### config.mk
export PLATFORM = sky130hd
export DESIGN_NAME = melody_player
export DESIGN_NICKNAME = d
export VERILOG_FILES = /design/src/rtl/melody_player.sv
export SDC_FILE = /design/constraint.sdc
export NUM_CORES = 1
export LEC_CHECK = 0
export CAP_MARGIN = 20
export CORE_AREA = 2 2 403 205
export DETAILED_ROUTE_END_ITERATION = 6
export DIE_AREA = 0 0 405 207
export PLACE_DENSITY = 0.91
export SETUP_SLACK_MARGIN = 0.1
export SYNTH_ARGS = -nofsm -noshare
export SYNTH_HDL_FRONTEND = slang
export SYNTH_SLANG_ARGS = --single-unit
### constraint.sdc
create_clock -name clk -period 9.1 [get_ports clk]
set_clock_uncertainty 0.15 [all_clocks]
set_input_delay 1.82 -clock clk [delete_from_list [all_inputs] [get_ports clk]]
set_output_delay 1.82 -clock clk [all_outputs]
set_load 0.02 [all_outputs]
### src/rtl/melody_player.sv
// Note-table melody player: plays {half_period, beats} entries from a writable
// table onto a piezo pin, with loop, pause/resume and tempo scaling.
module melody_player #(
   parameter int TICK_DIV = 500000,
   parameter int DEPTH    = 64,
   parameter int AW       = 6,
   parameter int HP_W     = 16,
   parameter int DUR_W    = 4
) (
   input  logic                    clk,
   input  logic                    rst,
   input  logic                    wr_en,
   input  logic [AW-1:0]           wr_addr,
   input  logic [HP_W+DUR_W-1:0]   wr_data,
   input  logic [AW-1:0]           last_idx,
   input  logic                    loop_en,
   input  logic [1:0]              tempo_shift,
   input  logic                    start,
   input  logic                    stop,
   input  logic                    pause,
   output logic                    piezo,
   output logic                    playing,
   output logic                    paused,
   output logic [AW-1:0]           note_idx,
   output logic                    done
);

   localparam int EW = HP_W + DUR_W;
   localparam int TW = $clog2(TICK_DIV + 1);

   localparam logic [1:0] S_IDLE  = 2'd0;
   localparam logic [1:0] S_FETCH = 2'd1;
   localparam logic [1:0] S_PLAY  = 2'd2;
   localparam logic [1:0] S_PAUSE = 2'd3;

   logic [EW-1:0]    note_mem [DEPTH];

   logic [1:0]       state_q, state_d;
   logic [AW-1:0]    note_idx_q, note_idx_d;
   logic [HP_W-1:0]  hp_q, hp_d;
   logic [DUR_W-1:0] dur_cnt_q, dur_cnt_d;
   logic [HP_W-1:0]  tone_cnt_q, tone_cnt_d;
   logic [TW-1:0]    beat_cnt_q, beat_cnt_d;
   logic [TW-1:0]    beat_last_q, beat_last_d;
   logic             piezo_q, piezo_d;
   logic             done_q, done_d;
   logic             start_hist_q, start_hist_d;
   logic             stop_hist_q, stop_hist_d;
   logic             pause_hist_q, pause_hist_d;
   logic             armed_q, armed_d;

   logic             start_pulse, stop_pulse, pause_pulse;
   logic [EW-1:0]    fetch_entry;
   logic [HP_W-1:0]  fetch_hp;
   logic [DUR_W-1:0] fetch_dur;
   logic [TW-1:0]    beat_len, beat_last_new;

   always_ff @(posedge clk) begin
      if (wr_en) note_mem[wr_addr] <= wr_data;
   end

   assign fetch_entry = note_mem[note_idx_q];
   assign fetch_hp    = fetch_entry[EW-1:DUR_W];
   assign fetch_dur   = fetch_entry[DUR_W-1:0];

   // History is zero after reset, so the first cycle is masked by armed_q:
   // a button held through reset must not look like a fresh press.
   assign start_pulse = start & ~start_hist_q & armed_q;
   assign stop_pulse  = stop  & ~stop_hist_q  & armed_q;
   assign pause_pulse = pause & ~pause_hist_q & armed_q;

   always_comb begin
      beat_len = TW'(TICK_DIV >> tempo_shift);
      if (beat_len == '0) beat_len = TW'(1);
      beat_last_new = beat_len - TW'(1);
   end

   always_comb begin
      state_d      = state_q;
      note_idx_d   = note_idx_q;
      hp_d         = hp_q;
      dur_cnt_d    = dur_cnt_q;
      tone_cnt_d   = tone_cnt_q;
      beat_cnt_d   = beat_cnt_q;
      beat_last_d  = beat_last_q;
      piezo_d      = piezo_q;
      done_d       = 1'b0;
      start_hist_d = start;
      stop_hist_d  = stop;
      pause_hist_d = pause;
      armed_d      = 1'b1;

      if (stop_pulse) begin
         state_d    = S_IDLE;
         note_idx_d = '0;
         piezo_d    = 1'b0;
      end else if (start_pulse) begin
         if (state_q == S_PAUSE) begin
            state_d = S_PLAY;
         end else begin
            state_d    = S_FETCH;
            note_idx_d = '0;
         end
      end else begin
         case (state_q)
            S_IDLE: begin
               piezo_d    = 1'b0;
               tone_cnt_d = '0;
               beat_cnt_d = '0;
               dur_cnt_d  = '0;
            end
            S_FETCH: begin
               hp_d        = fetch_hp;
               dur_cnt_d   = (fetch_dur == '0) ? DUR_W'(1) : fetch_dur;
               tone_cnt_d  = '0;
               beat_cnt_d  = '0;
               beat_last_d = beat_last_new;
               piezo_d     = 1'b0;
               state_d     = S_PLAY;
            end
            S_PLAY: begin
               if (hp_q == '0) begin
                  tone_cnt_d = '0;
               end else if (tone_cnt_q == hp_q - HP_W'(1)) begin
                  tone_cnt_d = '0;
                  piezo_d    = ~piezo_q;
               end else begin
                  tone_cnt_d = tone_cnt_q + HP_W'(1);
               end

               if (beat_cnt_q == beat_last_q) begin
                  beat_cnt_d  = '0;
                  beat_last_d = beat_last_new;
                  dur_cnt_d   = dur_cnt_q - DUR_W'(1);
                  if (dur_cnt_q == DUR_W'(1)) begin
                     piezo_d    = 1'b0;
                     tone_cnt_d = '0;
                     if (note_idx_q != last_idx) begin
                        note_idx_d = note_idx_q + AW'(1);
                        state_d    = S_FETCH;
                     end else if (loop_en) begin
                        note_idx_d = '0;
                        state_d    = S_FETCH;
                     end else begin
                        done_d  = 1'b1;
                        state_d = S_IDLE;
                     end
                  end
               end else begin
                  beat_cnt_d = beat_cnt_q + TW'(1);
               end

               // The pause-edge cycle still counts; a note end in that cycle wins.
               if (state_d == S_PLAY && pause_pulse) state_d = S_PAUSE;
            end
            S_PAUSE: begin
               if (pause_pulse) state_d = S_PLAY;
            end
         endcase
      end
   end

   always_ff @(posedge clk) begin
      if (!rst) begin
         state_q      <= S_IDLE;
         note_idx_q   <= '0;
         hp_q         <= '0;
         dur_cnt_q    <= '0;
         tone_cnt_q   <= '0;
         beat_cnt_q   <= '0;
         beat_last_q  <= '0;
         piezo_q      <= 1'b0;
         done_q       <= 1'b0;
         start_hist_q <= 1'b0;
         stop_hist_q  <= 1'b0;
         pause_hist_q <= 1'b0;
         armed_q      <= 1'b0;
      end else begin
         state_q      <= state_d;
         note_idx_q   <= note_idx_d;
         hp_q         <= hp_d;
         dur_cnt_q    <= dur_cnt_d;
         tone_cnt_q   <= tone_cnt_d;
         beat_cnt_q   <= beat_cnt_d;
         beat_last_q  <= beat_last_d;
         piezo_q      <= piezo_d;
         done_q       <= done_d;
         start_hist_q <= start_hist_d;
         stop_hist_q  <= stop_hist_d;
         pause_hist_q <= pause_hist_d;
         armed_q      <= armed_d;
      end
   end

   assign piezo    = piezo_q & (state_q == S_PLAY);
   assign playing  = (state_q == S_FETCH) || (state_q == S_PLAY);
   assign paused   = (state_q == S_PAUSE);
   assign note_idx = note_idx_q;
   assign done     = done_q;

endmodule

* Word level (Yosys, flattened, before mapping) *
Memory sizes are Yosys's and may differ from the RTL's. A register that Yosys moved wholly into a read port is not among the register bits.
Cells that the tools add are included.

word-level totals
  register bits after elaboration = 88
  memory bits (writable) = 1280
  input bits = 41
  word-level logic and storage cells = 116
  memories = 1

memory list
  name      words  width  rd ports  clocked after Yosys merged registers in  wr ports  line  RTL
  note_mem  64     20     1         1                                        1         36    logic [EW-1:0] note_mem [DEPTH];

cells by class
  $add $sub $neg = 6
  equality and inequality tests = 11
  shifts and indexed selects = 1
  multiplexer cells = 43
  bitwise gates (word level) = 17
  reductions and logical operators = 24

operators by type and width
  operator                 count
  $pmux W19 S2             2
  $mux W16                 4
  $mux W19                 3
  $mux W6                  9
  $pmux W16 S2             1
  $add A19 B1 Y19 const B  1
  $eq A19 B19 Y1           1
  $logic_not A19 Y1        1
  $shr A19 B2 Y19 const A  1
  $sub A19 B1 Y19 const B  1
  $mux W2                  9
  $add A16 B1 Y16 const B  1
  $eq A16 B16 Y1           1
  $logic_not A16 Y1        1
  $sub A16 B1 Y16 const B  1
  $pmux W4 S3              1
  $mux W1                  10
  $not A1 Y1               10
  $reduce_bool A2 Y1       5
  $mux W4                  2
  $reduce_and A4 Y1        2
  $and A1 B1 Y1            7
  $reduce_or A7 Y1         1
  $add A6 B1 Y6 const B    1
  19 further kinds         26

* Logic depth before layout (Yosys ltp) *
Gate-level depths: netlist (run 1).

  word-level depth = 12
  mapped depth = 11
  mapped depth without buffers = 9

* Worst setup path after synthesis (run 1) *
No wires, ideal clock.

  kind = input to register
  start = in wr_addr[5]
  end = mem note_mem[48][0] (netlist bit), enable pin
  setup time = 0.422 ns
  data arrival time = 3.892 ns
  data required time = 8.528 ns
  slack = 4.635 ns
  cell stages on the path = 4
  buffers on the path = 1
  cells stage by stage = clkbuf_1 > nand3_1 > or3_1 > nor3_1

RTL lines
  what             line  RTL
  start, declared  13    input logic [AW-1:0] wr_addr,
  end, declared    36

Straight into the memory's write port.

==> results of run 1 <==
routing by layer:
layer	GRT usage	routed length, microns	vias to the layer above
met5	0	282	-
met2	0.513	68800	3045
met3	0.136	25900	509
li1	-	-	10700
met4	0.105	6470	22
met1	0.520	51900	14800
final cells by class:
cell class,count,area (sq um),share of cell area
Multi-Input combinational cell,990,12800,0.214
Clock inverter,64,724,0.0121
Clock buffer,130,2820,0.0471
Tap cell,1102,1380,0.0231
Inverter,21,78.8,0.00132
Sequential cell,1369,40200,0.673
Antenna cell,9,22.5,0.000377
Timing Repair Buffer,150,1740,0.0291
flip-flops by register name, summed over array words and instances (netlist names), named ones only:
signal / flops
done: 1
note_idx: 6
beat_last_q: 14
dur_cnt_q: 4
pause_hist_q: 1
beat_cnt_q: 19
tone_cnt_q: 16
piezo_q: 1
start_hist_q: 1
note_mem: 1280
hp_q: 16
armed_q: 1
stop_hist_q: 1
state_q: 2
where the power goes:
group / internal [W] / leakage, nW / switching [W]
Sequential: 0.00692 / 12.2 / 0.0000279
Combinational: 0.0000774 / 4.14 / 0.000249
Clock: 0.00261 / 1.71 / 0.00232
Total: 0.00961 / 18.1 / 0.00259
kinds of logic (layout without fill, tap and decap cells):
| group | after synthesis | after routing | share of synthesized area |
|---|---|---|---|
| adders and majority gates | 17 | 17 | 0.00398 |
| xor gates and xnor gates | 65 | 65 | 0.0107 |
| DFF | 1369 | 1369 | 0.752 |
| other | 0 | 9 | 0 |
| muxes | 426 | 426 | 0.170 |
| buffers and inverters | 144 | 365 | 0.0120 |
| AOI/OAI and AO/OA | 144 | 144 | 0.0183 |
| and+or+nand+nor | 338 | 338 | 0.0327 |
stage by stage:
step	util	area [sq um]	hold slack, ps	worst slack (ps)	power, W
final	0.741	59800	335	4120	0.0122
after global routing	0.741	59700	376	3930	0.0124
after CTS	0.729	58800	334	4300	0.0121
after detailed placement	0.685	55300	322	3920	0.00739
after global placement	0.685	55200	302	3970	0.00736
after floorplan	-	53400	291	4640	0.00720
how the worst max path moves through the flow:
stage / cells past startpoint / endpoint / slack, ps
6_report: 8 / hp_q[10] / 4120
5_1_grt: 8 / hp_q[12] / 3930
4_1_cts: 8 / hp_q[12] / 4300
3_5_place_dp: 4 / note_mem[33][6] / 3920
3_3_place_gp: 3 / note_mem[15][6] / 3970
2_1_floorplan: 4 / note_mem[48][0] / 4640
critical path, stage by stage (launching register included):
cell	delay [ps]
dfxtp_4	790
buf_12	570
buf_4	660
mux4_2	690
mux4_2	510
mux2i_1	650
nor2_1	170
a21oi_1	170
o21ai_0	100
layout by cell type, fill, tap and decap left out, drive strengths merged, types with 14 or more instances in the layout:
master,instances
nor2,143
o21ai,32
clkinv,36
bufinv,14
mux4,385
mux2i,40
edfxtp,1280
dfxtp,89
xor2,41
nor3,24
a21oi,37
clkdlybuf4s50,30
clkbuf,130
nand2,42
nand4,17
buf,120
ha,17
a22oi,17
inv,25
nand3,31
xnor2,24
==> flow_summary_export.csv, run 1 <==
group,metric,value,unit
timing,slew_headroom,0.271,
timing,slew_violations,0,
routing,wl,153,mm
setup_path,path_class,"reg -> reg",
synthesis,avgSynthCellArea,21.4,sq um
floorplanning,core_area,80600,sq um
min_path,hold_path.class,"reg -> reg",
synthesis,synth_ff_type,"edfxtp_1",
clock_network,cts_setup_buffers,0,
routing,vias,29100,
placement,finalWeightedCongestion,0.981,
synthesis,synth_fp_nets,2561,
final_layout,nNetsFinal,2698,
timing,hold_violations,0,
floorplanning,initial_core_util,0.663,
timing,worst_pin_slew,1090,ps
clock_network,ctsHoldBuffers,0,
routing,drc,2,
timing,setup_viol,0,
clock_network,cts.sinks,1369,
power,p_leak,18.1,nW
synthesis,yosysMostFrequentCell,"edfxtp_1",
placement,place.port_buffers,50,
synthesis,synth_cell_types,73,
global_routing,grt_pass1_vias,27500,
synthesis,synth_edf_count,1280,
setup_path,cp-start-kind,"flip-flop",
power,pwr_density_cell,204,nW/um^2
routing,antenna_left,0,
global_routing,grt_overflow,0,
routing,vias_per_cell,7.59,
synthesis,ys_ff_latch,1369,
final_layout,final_layout_size_suffix_gt1_frac,0.280,
clock_network,ctsRootBufferMaster,"clkbuf_16",
clock_network,cts_tree,"done",
setup_path,cp.required,9520,ps
floorplanning,die_x,405,microns
status,status,"finished with violations",
timing,rsz0062_at_grt,"no",
floorplanning,die-area,83800,sq um
synthesis,synth_top_area_frac,0.719,
setup_path,r2r_setup_slack,4120,ps
status,violations,"DRC",
setup_path,cp_max_fo,105,
power,ir_drop,0.000187,V
final_layout,fillers,4166,
setup_path,reg2reg_to,"hp_q[10]",
placement,dp_cells,3576,
synthesis,syn_inst,2503,
global_routing,grt_usage,0.356,
min_path,hold_end,"piezo_q",
synthesis,synth_top_cells_by_count,"edfxtp_1, mux4_2, nor2_1",
min_path,hold_depth,2,
min_path,hold_start,"piezo_q",
placement,hpwl,83.5,mm
setup_path,ff2ff_path_depth,8,
routing,dr.pass1.iters,7,
timing,fin_crit_sh,0.547,
global_routing,grt_max_degree,114,
clock_network,cts-buffers-inserted,108,
timing,setup_tns,0,ps
flow_run,cap_violations,0,
clock_network,cts_resized,0,
synthesis,netlist_area,53400,sq um
clock_network,clock_latency,750,ps
floorplanning,ios,51,
final_layout,final_cells,3835,
setup_path,end_kind,"flip-flop",
clock_network,clock_path_buffers,3,
timing,fmax,201,MHz
synthesis,synth_area_leaders,"edfxtp_1, mux4_2, dfxtp_1, nor2_1, mux2i_1",
final_layout,syn_to_final_growth,11.8,%
clock_network,clkTransAtPathRegs,70,ps
global_routing,grt_pass1_wl,207,mm
floorplanning,fp.dieH,207,microns
synthesis,ys_warn_count,0,
synthesis,synthArstFlopShare,0,
global_routing,antenna_found_initial,30,
routing,drt_iter0_markers,6413,
synthesis,synth_top_cell_by_area,"edfxtp_1",
clock_network,h-tree-depth,3,
timing,fin_crit,4980,ps
routing,wire_per_inst,40.0,microns
synthesis,synth_seq_area_share,0.752,
setup_path,cp.arrival,5400,ps
floorplanning,num_rows,74,
(Power assumes the default switching activity.)
==> inputs of run 2 (changes only) <==
--- a/config.mk
+++ b/config.mk
@@ -6,10 +6,10 @@
 export NUM_CORES = 1
 export LEC_CHECK = 0
 export CAP_MARGIN = 20
-export CORE_AREA = 2 2 403 205
+export CORE_AREA = 2 2 440 224
 export DETAILED_ROUTE_END_ITERATION = 6
-export DIE_AREA = 0 0 405 207
-export PLACE_DENSITY = 0.91
+export DIE_AREA = 0 0 442 226
+export PLACE_DENSITY = 0.82
 export SETUP_SLACK_MARGIN = 0.1
 export SYNTH_ARGS = -nofsm -noshare
 export SYNTH_HDL_FRONTEND = slang
==> constraint.sdc (replaced) <==
create_clock -name clk -period 4.2 [get_ports clk]
set_clock_uncertainty 0.15 [all_clocks]
set_input_delay 0.84 -clock clk [delete_from_list [all_inputs] [get_ports clk]]
set_output_delay 0.84 -clock clk [all_outputs]
set_load 0.02 [all_outputs]
==> flow_summary_export.csv, run 2 (synthesis results as in run 1) <==
group,metric,value,unit
setup_path,critPathTopFamily,"simple AND/OR/NAND/NOR gates",
routing,antenna_left,0,
clock_network,cts_setup_buffers,0,
setup_path,end_kind,"flip-flop",
clock_network,clock_path_buffers,3,
final_layout,final_layout_size_suffix_gt1_frac,0.287,
clock_network,ctsRootBufferMaster,"clkbuf_16",
setup_path,critPathMaxStageDelay,750,ps
floorplanning,num_rows,81,
timing,slew_violations,0,
final_layout,layout_common_cells,"edfxtp_1, mux4_2, buf_4, clkbuf_16, dfxtp_1",
global_routing,grt_usage,0.281,
routing,vias_per_cell,6.87,
setup_path,r2r_setup_slack,520,ps
clock_network,cts-buffers-inserted,109,
timing,hold_violations,0,
global_routing,antenna_found_initial,2,
floorplanning,fp.dieH,226,microns
clock_network,cts.sinks,1369,
placement,finalWeightedCongestion,0.928,
final_layout,largest_reg_flops,1280,
routing,wl,139,mm
floorplanning,die-area,99900,sq um
floorplanning,ios,51,
routing,dr.pass1.iters,6,
power,pwr_density_cell,438,nW/um^2
timing,fin_crit,3680,ps
final_layout,largest-register,"note_mem",
timing,setup_viol,0,
final_layout,diodes,0,
setup_path,critical_path_buf_inv_count,1,
clock_network,cts_tree,"done",
routing,drt_iter0_markers,4868,
status,status,"finished, final reports clean",
placement,placed_cell_area,56100,sq um
final_layout,mostFrequentLayoutCell,"edfxtp_1",
clock_network,cts_resized,0,
setup_path,cp.required,4630,ps
floorplanning,initial_core_util,0.555,
final_layout,design_area,59900,sq um
floorplanning,core_area,96400,sq um
global_routing,grt_max_degree,65,
global_routing,grt_pass1_wl,198,mm
global_routing,grt_pass1_vias,27100,
timing,fmax,272,MHz
floorplanning,die_x,442,microns
routing,drc,0,
setup_path,path_class,"reg -> reg",
final_layout,nNetsFinal,2732,
timing,setup_tns,0,ps
setup_path,crit_slowest_cell,"nor4b_1",
setup_path,cp.arrival,4110,ps
final_layout,syn_to_final_growth,12.1,%
min_path,hold_path.class,"in -> reg",
power,ir_drop,0.000351,V
setup_path,cp_max_fo,13,
power,p_leak,18.2,nW
final_layout,reg_top3,"note_mem: 1280 flops, beat_cnt_q: 19 flops",
global_routing,grt_overflow,0,
timing,rsz0062_at_grt,"no",
clock_network,h-tree-depth,3,
placement,place.port_buffers,50,
routing,wire_per_inst,34.2,microns
flow_run,cap_violations,0,
clock_network,clock_latency,740,ps
clock_network,ctsHoldBuffers,0,
timing,slew_headroom,0.216,
clock_network,clkTransAtPathRegs,70,ps
setup_path,cp-start-kind,"flip-flop",
setup_path,crit_path_cell_trace,"inv_1 > ha_1 > nor4b_1 > and2_1 > a21oi_1 > or4b_1 > nor4_4 > o21a_4 > nor4_1",
routing,vias,27800,
timing,fin_crit_sh,0.875,
placement,hpwl,81.1,mm
timing,worst_pin_slew,1180,ps
-- run 2: worst paths after layout --
check / to / cells past startpoint / start
max: tone_cnt_q[7] / 9 / hp_q[0]
min: note_mem[8][5] / 1 / wr_data[5]
max reg2reg: tone_cnt_q[7] / 9 / hp_q[0]
min reg2reg: piezo_q / 2 / piezo_q
-- run 2: where the power goes --
group          switching [W]  internal [W]
Clock                0.00480       0.00571
Combinational       0.000492      0.000180
Sequential         0.0000507        0.0150
Total                0.00534        0.0209
-- run 2: stage by stage --
stage | total power, W | std cells | hold WS (ps) | utilization | setup slack [ps]
final | 0.0262 | 4047 | 183 | 0.622 | 525
after global routing | 0.0268 | 4047 | 167 | 0.622 | 427
after CTS | 0.0263 | 4036 | 160 | 0.619 | 588
after detailed placement | 0.0160 | 3838 | 316 | 0.582 | 528
after global placement | 0.0159 | 3838 | 310 | 0.582 | 635
after floorplan | 0.0156 | 2503 | 291 | - | 715
-- run 2: final cells by class --
cell class	count	area [sq um]
flip-flops and latches	1369	40200
clock inverters	63	691
fillers	6222	36500
clock buffers	135	2900
repair buffers	183	1640
well taps	1286	1610
inverters	21	78.8
multi-input cells	990	12800
-- run 2: metal layers --
metal	GRT usage	part of all wire
met2	0.402	0.43
met4	0.0641	0.021
met1	0.425	0.39
met5	0	0
met3	0.0939	0.16
